==> config.mk <==
export PLATFORM = sky130hd
export DESIGN_NAME = l1a_stamp_fifo
export DESIGN_NICKNAME = d
export VERILOG_FILES = /design/src/rtl/l1a_stamp_fifo.sv
export SDC_FILE = /design/constraint.sdc
export NUM_CORES = 1
export LEC_CHECK = 0
export ABC_AREA = 1
export CAP_MARGIN = 25
export CELL_PAD_IN_SITES_DETAIL_PLACEMENT = 0
export CELL_PAD_IN_SITES_GLOBAL_PLACEMENT = 2
export CORE_AREA = 2 2 168 170
export CTS_CLUSTER_SIZE = 16
export DETAILED_ROUTE_END_ITERATION = 16
export DIE_AREA = 0 0 170 172
export PLACE_DENSITY = 0.76
export SLEW_MARGIN = 5
export SYNTH_ARGS = -nofsm -noshare
export SYNTH_HDL_FRONTEND = slang
export SYNTH_SLANG_ARGS = --single-unit
==> constraint.sdc <==
create_clock -name clk -period 3.7 [get_ports clk]
set_input_delay 0.555 -clock clk [delete_from_list [all_inputs] [get_ports clk]]
set_output_delay 0.555 -clock clk [all_outputs]
set_load 0.005 [all_outputs]
==> src/rtl/l1a_stamp_fifo.sv <==
// l1a_stamp_fifo: stamps accepted L1As with a running number and latency-corrected BXN into a show-ahead FIFO.
// Optional macro L1A_FMM_GATE_EN: when defined, fmm_trig_stop blocks L1A acceptance.
module l1a_stamp_fifo #(
    parameter int DEPTH_LOG2 = 3
) (
    input  logic                  clk,
    input  logic                  hard_rst,
    input  logic                  l1a,
    input  logic                  l1a_cnt_reset,
    input  logic                  fmm_trig_stop,
    input  logic [11:0]           bxn_counter,
    input  logic                  lhc_cycle_sel,
    input  logic [11:0]           l1a_bxn_offset,
    input  logic                  rd_en,
    output logic [11:0]           l1a_number,
    output logic [23:0]           dout,
    output logic                  dout_valid,
    output logic                  fifo_full,
    output logic                  overflow,
    output logic [DEPTH_LOG2:0]   fill_level
);
    localparam int DEPTH = 1 << DEPTH_LOG2;
    logic [23:0]           mem [DEPTH];
    logic [DEPTH_LOG2-1:0] wr_ptr, rd_ptr;
    logic                  gate, accept, pop, wr;
    logic [11:0]           cyc, stamp;
`ifdef L1A_FMM_GATE_EN
    assign gate = ~fmm_trig_stop;
`else
    logic unused_fmm;
    assign unused_fmm = fmm_trig_stop;
    assign gate = 1'b1;
`endif
    assign cyc        = lhc_cycle_sel ? 12'd3564 : 12'd924;
    // the wrapped sum may exceed 12 bits, but the true result is below cyc so modulo-4096 is exact
    assign stamp      = bxn_counter >= l1a_bxn_offset ? bxn_counter - l1a_bxn_offset
                                                      : bxn_counter + cyc - l1a_bxn_offset;
    assign accept     = l1a & ~l1a_cnt_reset & gate;
    assign dout_valid = fill_level != '0;
    assign fifo_full  = fill_level[DEPTH_LOG2];
    assign pop        = rd_en & dout_valid & ~l1a_cnt_reset;
    assign wr         = accept & (~fifo_full | pop);
    assign dout       = dout_valid ? mem[rd_ptr] : '0;

    always_ff @(posedge clk)
        if (wr) mem[wr_ptr] <= {l1a_number, stamp};

    always_ff @(posedge clk or negedge hard_rst) begin
        if (!hard_rst) begin
            l1a_number <= '0;
            overflow   <= 1'b0;
            wr_ptr     <= '0;
            rd_ptr     <= '0;
            fill_level <= '0;
        end else if (l1a_cnt_reset) begin
            l1a_number <= '0;
            overflow   <= 1'b0;
            wr_ptr     <= '0;
            rd_ptr     <= '0;
            fill_level <= '0;
        end else begin
            if (accept) l1a_number <= l1a_number + 12'd1;
            if (accept && !wr) overflow <= 1'b1;
            if (wr) wr_ptr <= wr_ptr + DEPTH_LOG2'(1);
            if (pop) rd_ptr <= rd_ptr + DEPTH_LOG2'(1);
            fill_level <= fill_level + (DEPTH_LOG2+1)'(wr) - (DEPTH_LOG2+1)'(pop);
        end
    end
endmodule
==> results_dict.tcl <==
set metrics [dict create \
    outcome "complete, no violations" \
    post-place-cells 1411 \
    finalCritPeriodShare 0.9342 \
    clk_pin_slew_ps 60 \
    wire_per_inst_um 17.23 \
    fmax_mhz 289.3 \
    cts_tree "done" \
    synth-main-ff-cell "edfxtp_1" \
    top_layer "met4" \
    port_buffers 72 \
    cts-root-buf "clkbuf_16" \
    vias_per_cell 4.950 \
    cp.arrival_ps 2900 \
    die_width_um 170 \
    syn2layout_area_growth_pct 16.87 \
    worst-path-buf-inv 3 \
    avgSynthCellArea_um2 10.43 \
    end_kind "output port" \
    antenna_found_initial 1 \
    dieArea_um2 29240 \
    synth.area.top_cells "edfxtp_1 55%, nor2_1 6.6%, dfrtp_1 5.5%" \
    finalSetupViolations 0 \
    cp_max_fo 25 \
    clkLatencyLatePin_ps 510 \
    wl_met3_um 821 \
    slowest_delay_ps 630 \
    cp.required_ps 3140 \
    core_um2 27480 \
    grt_pass1_vias 6995 \
    die_height_um 172 \
    synth-seq-cells 215 \
    totalWireLength_mm 25.04 \
    overflow 0 \
    clkSinkCount 215 \
    synth_fp_nets 1086 \
    tightest_slew_ps 859.5 \
    yosysSeqAreaShare 0.6007 \
    crit_family "buffers and inverters" \
    wl_met2_mm 11.71 \
    tns_ps 0 \
    r2r-start "fill_level[3]$_DFF_PN0_" \
    cts_setup_buffers 0 \
    numCtsBuffers 23 \
    final_common_cell "edfxtp_1" \
    critPathKind "flop to output port" \
    first_iter_violations 474 \
    synth-edff-count 192 \
    cp-start-kind "flop" \
    utilization 0.4490 \
    syn_area_um2 10560 \
    finClkSkew_ps 17.44 \
    start_util 0.3842 \
    ir_worst_vdd_v 0.0003391 \
    grt_usage 0.1755 \
    rows 61 \
    path_cells "inv_2 > buf_4 > nor2_1 > o21ai_0 > o21ai_0 > nor2_1 > clkdlybuf4s50_1" \
    hold_violations 0 \
    rsz0062_at_grt "false" \
    holdBufCountCts 0 \
    detailed_place_hpwl_mm 15.86 \
    drc 0 \
    num_vias 7192 \
    reg2reg_to "fill_level[2]$_DFF_PN0_" \
    met1Wirelength_mm 12.03 \
    h-tree-depth 1 \
    slew-limit-headroom 0.4209 \
    clock_path_buffers 3 \
    final_nets 1164 \
    drive_above_1_share 0.08228 \
    io_pins 74 \
    cap_violations 0 \
    stdcell_count 1453 \
    r2r_cells 12 \
    async_reset_ff_frac 0.1070 \
    drt_first_pass_iters 5 \
    p_leak_nw 4.724 \
    slew_viol_final 0 \
    power.density_nw_per_um2 581.8 \
    syn-instance-count 1012 \
    yosysTopAreaCell "edfxtp_1" \
    crit_slowest_cell "dfrtp_4" \
    grt_max_degree 50 \
    fin_crit_ps 3457 \
    ys_warn_count 0 \
    ff2ff_setup_slack_ps 960 \
    synthDistinctLibCells 39 \
    grt_pass1_wl_mm 38.96 \
    ant_nets 0 \
    routabilityCongestion 0.8043 \
    hold_class "input port to async pin" \
    most-common-layout-cells "192 x edfxtp_1, 178 x nor2_1, 132 x nand2_1" \
    synth_top_area_frac 0.5462 \
]
-- state kept, by name (all words and copies together) (netlist names) --
register	count
rd_ptr	3
l1a_number	12
overflow	1
fill_level	4
wr_ptr	3
mem	192
-- final cells by class --
type	count	area [µm²]
fill	2618	15140
sequential	215	6346
multi-input combinational	647	3570
timing repair buffer	94	902.1
clock buffer	32	609.3
tap	346	432.9
inverter	109	410.4
clock inverter	9	63.81
antenna	1	2.502
-- stage by stage --
step	power, mW	setup WS (ps)	hold WS, ps	area [µm²]
6_report	7.177	243.5	481.3	12340
5_1_grt	7.621	31.02	513.7	12330
4_1_cts	7.271	177.8	483.1	12330
3_5_place_dp	5.210	122.4	479.5	11660
3_3_place_gp	5.197	149.7	492.0	11660
2_1_floorplan	4.316	1034	259.4	10560
-- repair_timing --
action / in CTS / in global routing
endpoints found under the setup margin: 0 / 1
gates resized for setup: 0 / 1
endpoints found under the hold margin: 0 / 0
-- worst register-to-register path, cell delays in order (launching register included) --
cell and delay, ps:
dfrtp_1 390, inv_1 60, ha_1 200, nand2_2 450
nand3_1 180, nand2_1 120, nand2_1 110, ha_1 290
inv_1 40, ha_1 200, fa_1 390, xnor2_1 160
nor2_1 60
-- worst max path at each step --
| stage | startpoint | end | slack (ps) | cells past startpoint |
|---|---|---|---|---|
| 3_5_place_dp | lhc_cycle_sel | mem[5][10]$_DFFE_PP_ | 120 | 11 |
| 3_3_place_gp | lhc_cycle_sel | mem[6][10]$_DFFE_PP_ | 150 | 11 |
| 6_report | rd_ptr[0]$_DFFE_PN0P_ | dout[23] | 240 | 7 |
| 4_1_cts | rd_ptr[0]$_DFFE_PN0P_ | dout[23] | 180 | 8 |
| 2_1_floorplan | l1a_cnt_reset | mem[0][0]$_DFFE_PP_ | 1030 | 8 |
| 5_1_grt | rd_ptr[0]$_DFFE_PN0P_ | dout[11] | 30 | 7 |
-- cell usage after synthesis, types with 3 or more instances --
master / number
buf_2: 11
xor2_1: 8
nand2_2: 8
clkbuf_1: 17
o21ai_1: 26
nand3_2: 4
ha_1: 34
buf_6: 7
xnor2_1: 4
a21oi_1: 17
nand2_1: 132
dfrtp_1: 23
nor2_4: 4
inv_2: 4
nor2_1: 186
buf_4: 5
inv_1: 104
nor2_2: 3
edfxtp_1: 192
o21ai_2: 3
nand3b_1: 4
o21ai_0: 109
nand3_1: 30
nand4_1: 7
o22ai_1: 25
mux2i_1: 24
fa_1: 9
-- logic make-up after synthesis --
family / synth area share
fa+ha+maj: 0.05737
flops: 0.6007
mux: 0.02276
compound gates: 0.09387
buf+inv: 0.06305
simple gates: 0.1523
xor+xnor: 0.009956
-- report_power, final --
| group | leakage (nW) | switching [mW] | internal [mW] |
|---|---|---|---|
| Combinational | 2.36 | 1.28 | 0.917 |
| Sequential | 2.03 | 0.103 | 2.83 |
| Clock | 0.327 | 0.889 | 1.16 |
-- layer usage --
metal  up-vias  global-route usage
met5         -                   0
met4         0             0.04571
met3        32             0.01740
met2       121              0.2887
met1      3430              0.2508
li1       3609                   -
(Power assumes the default switching activity.)
